===== src/rtl/dff_pipe.sv =====
// Valid/ready pipeline of DEPTH valid-qualified registers with bubble collapse
// and synchronous flush; used for retiming and latency balancing.
module dff_pipe #(
    parameter int               WIDTH   = 8,
    parameter int               DEPTH   = 4,
    parameter logic [WIDTH-1:0] RST_VAL = '0
) (
    input  logic                       clk,
    input  logic                       rst,
    input  logic                       flush,
    input  logic                       in_valid,
    output logic                       in_ready,
    input  logic [WIDTH-1:0]           din,
    output logic                       out_valid,
    input  logic                       out_ready,
    output logic [WIDTH-1:0]           dout,
    output logic [$clog2(DEPTH+1)-1:0] occupancy
);

    localparam int OCC_W = $clog2(DEPTH+1);

    logic [DEPTH-1:0] v;
    logic [DEPTH-1:0] adv;
    logic [WIDTH-1:0] d [DEPTH];
    logic             take;

    // A stage may load when it is empty or everything downstream of it moves.
    always_comb begin
        logic ripple;
        adv    = '0;
        ripple = !v[DEPTH-1] | out_ready;
        adv[DEPTH-1] = ripple;
        for (int i = DEPTH - 2; i >= 0; i--) begin
            ripple = !v[i] | ripple;
            adv[i] = ripple;
        end
    end

    assign in_ready = adv[0] & ~flush;
    assign take     = in_valid & in_ready;

    always_ff @(posedge clk or negedge rst) begin
        if (!rst) begin
            v <= '0;
            for (int i = 0; i < DEPTH; i++) begin
                d[i] <= RST_VAL;
            end
        end else if (flush) begin
            v <= '0;
        end else begin
            if (adv[0]) begin
                v[0] <= take;
                if (take) begin
                    d[0] <= din;
                end
            end
            // Bubbles advance their valid bit only; data registers keep the last word.
            for (int i = 1; i < DEPTH; i++) begin
                if (adv[i]) begin
                    v[i] <= v[i-1];
                    if (v[i-1]) begin
                        d[i] <= d[i-1];
                    end
                end
            end
        end
    end

    assign out_valid = v[DEPTH-1];
    assign dout      = d[DEPTH-1];

    always_comb begin
        occupancy = '0;
        for (int i = 0; i < DEPTH; i++) begin
            occupancy = occupancy + OCC_W'(v[i]);
        end
    end

endmodule

===== config.mk =====
export PLATFORM = sky130hd
export DESIGN_NAME = dff_pipe
export DESIGN_NICKNAME = d
export VERILOG_FILES = /design/src/rtl/dff_pipe.sv
export SDC_FILE = /design/constraint.sdc
export NUM_CORES = 1
export LEC_CHECK = 0
export CAP_MARGIN = 20
export CELL_PAD_IN_SITES_DETAIL_PLACEMENT = 1
export CELL_PAD_IN_SITES_GLOBAL_PLACEMENT = 2
export CORE_MARGIN = 1.5
export CORE_UTILIZATION = 33
export CTS_CLUSTER_DIAMETER = 40
export DETAILED_ROUTE_END_ITERATION = 16
export PLACE_DENSITY = 0.78
export SYNTH_ARGS = -nofsm -noshare
export SYNTH_HDL_FRONTEND = slang
export SYNTH_SLANG_ARGS = --single-unit

===== constraint.sdc =====
create_clock -name clk -period 1.63 [get_ports clk]
set_input_delay 0.326 -clock clk [delete_from_list [all_inputs] [get_ports clk]]
set_output_delay 0.326 -clock clk [all_outputs]
set_load 0.01 [all_outputs]

; ---- Word level (Yosys, flattened, before mapping)
; Cells that the tools add are included.
[word_totals]
regBits = 36
[classes]
n_reduce_logical = 12
n_bitwise = 7
add_sub_neg = 3
mux = 5
[ops]
columns = op, count
row1 = $reduce_and A3 Y1, 4
row2 = $reduce_bool A2 Y1, 4
row3 = $logic_not A1 Y1, 4
row4 = $mux W1, 4
row5 = $mux W4, 1
row6 = $or A1 B1 Y1, 4
row7 = $add A2 B1 Y3, 1
row8 = $add A3 B1 Y3, 1
row9 = $add A1 B1 Y2, 1
row10 = $and A1 B1 Y1, 2
row11 = $not A1 Y1, 1

; ---- Longest topological paths before layout
[logic_depth]
ltp_word = 9
depth_mapped = 6
ltp_nobuf = 5

; ---- Worst setup path after synthesis
; OpenSTA, ideal clock, no wires.
[synth_timing]
path_kind = reg-to-output
startpoint = reg v[1]
endpoint = out occupancy[1]
arrival_time_ns = 1.496
setup_slack_ns = -0.192
required_time_ns = 1.304
path_stages_with_launch = 7
cell_sequence = dfrtp_1 clkbuf_2 inv_1 fa_1 inv_1 ha_1 ha_1
[synth_via]
elab_chain_len = 3
[synth_rtl]
columns = element, line_no
row1 = from (decl), 22  ; logic [DEPTH-1:0] v;
row2 = "from (signal, indexed assignment)", 60  ; v[i] <= v[i-1];
row3 = $add A1 B1 Y2, 75  ; occupancy = occupancy + OCC_W'(v[i]);
row4 = $add A2 B1 Y3, 75
row5 = $add A3 B1 Y3, 75
row6 = to (decl), 17  ; output logic [$clog2(DEPTH+1)-1:0] occupancy
; Every way passes these cells.

; ---- Worst setup path after layout
[layout_timing]
startpoint = reg v[3]
endpoint = out occupancy[1]
[layout_via]
elab_chain_len = 1
[layout_rtl]
columns = element, line_no
row1 = $add A3 B1 Y3, 75
; Every way passes these cells.

==> results.txt <==
----------------------------------------------------
[Cells and area]
  Number of diodes added for antenna fixing ... 0
  NumNets Final ... 151
  FF+latch area ... 901 µm²
  Non-Filler Cell Area, Final ... 2100 µm²
  Most frequent cells in the layout ... sky130_fd_sc_hd__dfrtp_1, sky130_fd_sc_hd__clkdlybuf4s50_1, sky130_fd_sc_hd__mux2_4, sky130_fd_sc_hd__mux2_2, sky130_fd_sc_hd__buf_6
  Ratio of cells with drive above 1 in the final layout ... 47.8%
  Growth of design area from synthesis to finish ... 32.8%
  Area of combinational cells with multiple inputs ... 628 µm²
  Fillcell total ... 471
  Most common library cell in the layout ignoring fill and taps ... sky130_fd_sc_hd__dfrtp_1

[Die]
  Die height ... 72.3 µm
  Die span in x ... 72.3 µm
  Core Footprint ... 4660 µm²
  Boundary pin count ... 26
  Count of standard-cell rows ... 25
  Area of the die ... 5230 µm²
  Initial Utilization ... 34.0%

[Yosys]
  Warnings from Yosys ... 0
  Share of the yosys chip area belonging to registers ... 56.8%
  Register bit count reported by yosys ... 36
  Synth unique cells ... 20
  Post-Syn Area ... 1590 µm²
  Synthesized net count ... 121
  Syn_area_per_cell ... 15.1 µm²
  Cell count after synthesis ... 105

[Timing]
  Max Transition Viols Final ... 0
  Final period demand of the worst path ... 2.10 ns
  Final hold violations ... 0
  Post-route setup slack ... -0.471 ns
  Maximum clock frequency ... 476 MHz
  Skew final ... 0.00813 ns
  Slew headroom ... 87.2%
  Pin slew with the least headroom to its limit ... 0.193 ns
  Final number of setup-violating endpoints ... 3
  Final worst-path cycle share ... 129%
  Setup repair after global routing missed its margin ... true

[Clocking]
  Bufs on Longest Clock Path ... 2
  CTS hold repair buffers ... 0
  Number of H-tree levels ... 2
  Skew-Pair Late Insertion Delay ... 0.28 ns
  Clock root buffer ... sky130_fd_sc_hd__clkbuf_8
  TritonCTS buffer count ... 5
  Clk sinks ... 36
  Clock transition at the register clock pins on the worst setup and hold paths after CTS ... 0.07 ns
  Clock tree from TritonCTS ... built

[Placement]
  Port-buffer cells ... 25
  DP Area ... 1930 µm²
  Last weighted congestion value of the routability-driven placer ... 0.818
  HPWL Detailed ... 2050 µm
  Setup slack at placement ... -0.603 ns

[Min path]
  Hold crit path type ... in -> async

[Power]
  Static leakage ... 0.956 nW
  Pwr per Cell Area ... 1270 nW/µm²
  Worst supply voltage drop on vdd ... 438 µV

[Worst setup path]
  Maximum fanout count along the critical path ... 2
  Depth of the most critical reg-to-reg path ... 6
  Kind of capture point of the worst setup path ... output port
  Worst path required time ... 1.30 ns
  Critical path start-end classification ... reg -> out
  Data arrival at the endpoint of the critical path ... 1.78 ns
  Critical Path Start Type ... flop

[Drt]
  Post-route DRC ... 0
  Drt pass-1 iters ... 3
  Per-cell routed wire length ... 14.4 µm
  Vias per Instance ... 4.68
  Routed Wire Length ... 2730 µm
  Number of DRC violations after detailed-routing iteration 0 ... 26
  Remaining antenna violation count ... 0
  Total via count in the routed design ... 890

[Global route]
  Sum of overflow across all layers after global routing ... 0
  Wire length of the first global-routing pass ... 4630 µm
  Aggregate global-route resource usage ... 11.8%
  Number of antenna violations at the first check in global routing ... 0
  Via count of the first global-routing pass ... 955
  Maximum number of pins on one net before global-route repair ... 37

[Run status]
  Outcome ... complete, but fails checks
  Violations in the final reports ... negative setup slack

[Flow run]
  Max-cap violation count ... 0

----------------------------------------------------
## power breakdown
part           internal (mW)  switching (mW)
clock                  0.454           0.305
sequential              1.14           0.138
combinational          0.446           0.185
## metal layers
| metal | vias to the layer above | global-route usage, % | routed length [µm] |
|---|---|---|---|
| met3 | 6 | 2.92 | 77 |
| li1 | 413 | - | - |
| met4 | 0 | 6.29 | 65 |
| met2 | 18 | 19.0 | 1380 |
| met1 | 453 | 14.6 | 1210 |
| met5 | - | 0 | 0 |
## cell usage after synthesis
library cell / count / area (µm²)
sky130_fd_sc_hd__a211o_1: 1 / 8.76
sky130_fd_sc_hd__a21oi_1: 1 / 5.00
sky130_fd_sc_hd__a311o_1: 1 / 10.0
sky130_fd_sc_hd__a31oi_1: 1 / 6.26
sky130_fd_sc_hd__a41oi_1: 2 / 17.5
sky130_fd_sc_hd__a41oi_2: 1 / 16.3
sky130_fd_sc_hd__buf_2: 2 / 10.0
sky130_fd_sc_hd__buf_4: 8 / 60.1
sky130_fd_sc_hd__buf_6: 3 / 33.8
sky130_fd_sc_hd__clkbuf_2: 1 / 5.00
sky130_fd_sc_hd__dfrtp_1: 36 / 901
sky130_fd_sc_hd__fa_1: 1 / 20.0
sky130_fd_sc_hd__ha_1: 2 / 25.0
sky130_fd_sc_hd__inv_1: 5 / 18.8
sky130_fd_sc_hd__mux2_2: 24 / 270
sky130_fd_sc_hd__mux2_4: 8 / 120
sky130_fd_sc_hd__nand2b_1: 1 / 6.26
sky130_fd_sc_hd__nor2_1: 5 / 18.8
sky130_fd_sc_hd__nor2b_4: 1 / 13.8
sky130_fd_sc_hd__nor3b_4: 1 / 18.8
## flip-flops by register name, indices dropped and copies added, names as in the netlist
register	flops
d	24
dout	8
v	4
## critical path: stages, from the launching register on
cell and delay (ns):
sky130_fd_sc_hd__dfrtp_1 0.36, sky130_fd_sc_hd__inv_2 0.05, sky130_fd_sc_hd__fa_1 0.55, sky130_fd_sc_hd__inv_2 0.05, sky130_fd_sc_hd__ha_4 0.15, sky130_fd_sc_hd__ha_4 0.23, sky130_fd_sc_hd__buf_6 0.11
## metrics by stage
step	hold slack, ns	util, %	instances	power [mW]	setup TNS [ns]
after floorplan	0.0304	-	105	1.68	-0.191
after global placement	0.485	41.5	182	1.83	-9.54
after detailed placement	0.491	41.5	182	1.88	-10.34
after CTS	0.415	44.2	191	2.65	-1.22
after global routing	0.427	45.2	190	2.80	-1.36
final	0.406	45.2	190	2.67	-1.18
## path summary, 6_finish.rpt
kind,startpoint,endpoint,slack (ns)
worst max-delay path,v[3]$_DFFE_PN0P_,occupancy[1],-0.47
worst min-delay path,rst,dout[7]$_DFFE_PN0P_,0.41
min in group clk,d[15]$_DFFE_PN0P_,dout[7]$_DFFE_PN0P_,0.51
max in group asynchronous,rst,dout[4]$_DFFE_PN0P_,1.04
worst max register to register,v[3]$_DFFE_PN0P_,dout[3]$_DFFE_PN0P_,0.04
worst min register to register,d[15]$_DFFE_PN0P_,dout[7]$_DFFE_PN0P_,0.51
## timing repair
action | CTS | global route
cloned | 0 | 0
endpoints found under the setup margin | 20 | 34
setup buffers | 1 | 1
pin swaps | 1 | 2
resized for setup | 24 | 14
## logic make-up (layout without fill, tap and decap cells)
| kind of cell | Yosys count | after routing | share of synthesized area [%] |
|---|---|---|---|
| adders and majority gates | 3 | 3 | 2.84 |
| buffers and inverters | 19 | 50 | 8.05 |
| DFF | 36 | 36 | 56.8 |
| and+or+nand+nor | 8 | 8 | 3.63 |
| muxes | 32 | 32 | 24.6 |
| AOI/OAI and AO/OA | 7 | 7 | 4.03 |
## layout make-up
class                           count  area share (%)
Clock buffer                        6            3.45
Timing Repair Buffer               37            18.1
Tap cell                           54            3.21
Multi-Input combinational cell     50            29.8
Sequential cell                    36            42.8
Clock inverter                      2            1.66
Inverter                            5           0.892
Power figures use the tool's default switching activity.
==> variant 1 (same settings) <==
Change the parameter `DEPTH` from 4 to 8.
--- a/src/rtl/dff_pipe.sv
+++ b/src/rtl/dff_pipe.sv
@@ -2,7 +2,7 @@
 // and synchronous flush; used for retiming and latency balancing.
 module dff_pipe #(
     parameter int               WIDTH   = 8,
-    parameter int               DEPTH   = 4,
+    parameter int               DEPTH   = 8,
     parameter logic [WIDTH-1:0] RST_VAL = '0
 ) (
     input  logic                       clk,
Interface: changed (resized occupancy); port bits go from 26 to 27. No check against the original RTL was run, so the function may have changed too.
==> variant 1 against the unedited design <==
The run still ends with negative setup slack left. Non-clock buffer count increased by 24. First-iteration DRC count increased by 130%. Routed wire length increased by 94%. Critical path type unchanged. Synthesized area increased by 96%. Total power increased by 54%. Worst setup slack got worse by 1400 ps. Synthesized cell count increased by 100%. Die area increased by 92%. Sequential cell count increased by 36. Critical endpoint unchanged. Global-route usage increased by 0.066 points. Cell area increased by 91%.
==> variant 1: results <==
group,metric,value,unit
synth,synthTopCellsByCount,"72 x dfrtp_1, 53 x mux2_2, 15 x inv_1",
placement,gp_congestion,0.730,
final_layout,layout.nets,283,
sta,tightest_slew,390,ps
placement,portBuffers,26,
synth,seq_area_frac_synth,0.579,
sta,finalSetupTns,-17290,ps
final_layout,multi_input_cells,104,
drt,num_vias,1724,
global_route,grt_max_degree,49,
cts,numCtsBuffers,9,
outcome,violations,"negative setup slack",
drt,route.met2.wl,2.73,mm
floorplanning,core_area,9200,um2
sta,finalSetupViolations,61,
final_layout,seq_share,0.448,
cts,cts_max_level,3,
drt,first_iter_violations,60,
final_layout,clkbuf_count,11,
sta,clock-skew-final,6.21,ps
setup_path,r2r_slack,-260,ps
sta,worst_slack,-1850,ps
power_and_ir_drop,p_leak,1.95,nW
synth,synth_nets,230,
outcome,outcome,"finished, violations left",
synth,synth_area_leaders,"dfrtp_1 58%, mux2_2 19%, mux2_4 3.9%",
final_layout,num-fill-cells,948,
final_layout,seq_cells,72,
final_layout,layout.non_clock_inverters,15,
final_layout,nNonClkBuffers,61,
synth,synth_cell_types,30,
variant 1: cell types whose count changed after synthesis, moves of 3 or more:
cell | before | now
fa_1 | 1 | 4
buf_2 | 2 | 6
inv_1 | 5 | 15
dfrtp_1 | 36 | 72
mux2_1 | 0 | 3
a21oi_1 | 1 | 6
mux2_2 | 24 | 53
variant 1: final timing paths:
check	start	end	cells past startpoint
hold reg to reg	dout[6]	dout[6]	1
hold / removal	rst	d[8]	2
min in group clk	dout[6]	dout[6]	1
setup / recovery	v[3]	occupancy[1]	10
setup reg to reg	v[7]	d[59]	7
max in group asynchronous	rst	d[26]	3
variant 1: per-stage QoR:
step,total power (W),std cells
after floorplan,0.00250,210
after global placement,0.00265,355
after detailed placement,0.00270,355
after CTS,0.00413,378
after global routing,0.00432,379
final,0.00411,379
variant 1: report_power, final:
group	total, W	switching, W	leakage (nW)	internal (W)
clock network	0.00138	0.000637	0.0993	0.000746
logic	0.000515	0.000158	0.909	0.000357
registers	0.00221	0.000155	0.946	0.00206
variant 1: cells by family (layout without fill, tap and decap cells):
group,after synthesis,count (layout),synth area share
compound gates,13,13,0.0374
buf+inv,34,92,0.0652
flops,72,72,0.579
simple gates,19,19,0.0362
mux,64,64,0.241
xor+xnor,1,1,0.00282
fa+ha+maj,7,7,0.0378
variant 1: what timing repair did:
| action | in CTS | in global routing |
|---|---|---|
| endpoints found under the hold margin | 15 | 0 |
| setup buffers | 6 | 4 |
| resized for setup | 44 | 15 |
| pin swaps | 11 | 7 |
| endpoints found under the setup margin | 49 | 67 |
| hold buffers | 1 | 0 |
variant 1: metal layers:
| metal | vias up | global-route usage |
|---|---|---|
| li1 | 816 | - |
| met1 | 873 | 0.144 |
| met2 | 33 | 0.202 |
| met3 | 2 | 0.0418 |
| met4 | 0 | 0.0293 |
| met5 | - | 0 |
==> variant 2 (same flow settings) <==
Made on the original files. Make the reset (`rst`) synchronous in one clocked block.
--- a/src/rtl/dff_pipe.sv
+++ b/src/rtl/dff_pipe.sv
@@ -39,7 +39,7 @@
     assign in_ready = adv[0] & ~flush;
     assign take     = in_valid & in_ready;
 
-    always_ff @(posedge clk or negedge rst) begin
+    always_ff @(posedge clk) begin
         if (!rst) begin
             v <= '0;
             for (int i = 0; i < DEPTH; i++) begin
Function: differs if rst is asserted again (counterexample within 4 cycles, from zero or initial values and one cycle with rst low); with rst held inactive, the same outputs for 10 cycles.
==> variant 2 against the unedited design <==
The run still ends with negative setup slack left. Count of clock-buffer cells in the layout is 1 lower. Routed wire length is 15% higher. Cell area is 6.8% higher. Clock skew is 2.0 ps lower. Synthesized area is 4.1% higher. Sequential cell count stayed put. Largest cell class unchanged. Worst setup slack better by 5.8 ps.
Power is not compared: it rests on default switching activity, and its combinational part moved more than twofold at a synthesized area within 25%.
==> variant 2: results <==
group,metric,value,unit
synth,syn_inst,121,
synth,ys_ff_latch,36,
final_layout,clock_area_frac,0.0495,
sta,clock-skew-final,6.17,ps
synth,ys_async_sr_fraction,0,
setup_path,worstReg2RegEnd,"d[1][1]",
placement,post-place-cells,221,
final_layout,multi_input_cells,60,
worst_hold_path,holdPathEnd,"v[1]",
worst_hold_path,hold_class,"in2reg",
synth,synthTopCellsByCount,"32 x edfxtp_1, 16 x nor4b_1, 14 x inv_1",
sta,worst_slack,-465,ps
final_layout,layout-drive-gt1-share,0.346,
final_layout,multi_input_area,541,um2
final_layout,regArea,1040,um2
synth,synth_nets,137,
synth,synth_adder_area_share,0.0273,
final_layout,layout.non_clock_inverters,15,
final_layout,num-fill-cells,511,
outcome,violations,"negative setup slack",
synth,yosys_most_used_dff,"edfxtp_1",
cts,cts_setup_buffers,0,
setup_path,r2r-start,"v[1]",
drt,dr.pass1.iters,4,
cts,ctsResizeCount,23,
placement,gp_congestion,0.706,
synth,synth_cell_types,24,
outcome,outcome,"finished, violations left",
drt,first_iter_violations,37,
setup_path,reg2regPathDepth,5,
global_route,grt_pass1_wl,5.06,mm
final_layout,syn2layout_area_growth,36.2,%
global_route,grt_pass1_vias,1141,
global_route,grtUsageTotal,0.127,
cts,clk-insertion-delay-late,290,ps
final_layout,final-nonclk-buf-share,0.182,
placement,placed_area,2100,um2
synth,muxShareOfSynthArea,0,
placement,place_ws,-613,ps
synth,seq_area_frac_synth,0.631,
synth,synth_edf_count,32,
synth,syn_area,1650,um2
global_route,grt_max_degree,21,
sta,whs,582,ps
sta,tightest_slew,323,ps
setup_path,r2r_slack,60,ps
placement,dp_hpwl,2.37,mm
drt,num_vias,1060,
final_layout,layout.cells.non_filler,229,
sta,finalSetupViolations,3,
synth,synth_area_leaders,"edfxtp_1 58%, nor4b_1 8.5%, a211oi_2 6.1%",
drt,routedWlPerCell,13.7,um
final_layout,nNonClkBuffers,43,
-- variant 2: critical path: stages, from the launching register on --
cell and delay, ps:
dfxtp_2 340, inv_2 40, fa_1 540, inv_2 50
ha_4 150, ha_4 260, buf_6 100
-- variant 2: power by group through the flow --
stage               sequential [W]  clock [W]  combinational, W
finish                     0.00106   0.000776          0.000163
global route               0.00107   0.000820          0.000175
CTS                        0.00106   0.000788          0.000162
detailed placement         0.00108          0          0.000161
global placement           0.00108          0          0.000155
floorplan                  0.00108          0         0.0000751
-- variant 2: stage by stage --
stage,TNS [ps],utilization
floorplan,-349,-
global placement,-9030,0.442
detailed placement,-11180,0.442
CTS,-1170,0.467
global route,-1280,0.473
finish,-1140,0.473
-- variant 2: routing by layer --
layer	wire, um	up-vias	track usage	part of all wire
met5	0	-	0	0
met2	1740	28	0.251	0.56
li1	-	529	-	-
met3	147	5	0.0370	0.047
met1	1200	498	0.118	0.38
met4	45	0	0.0556	0.014
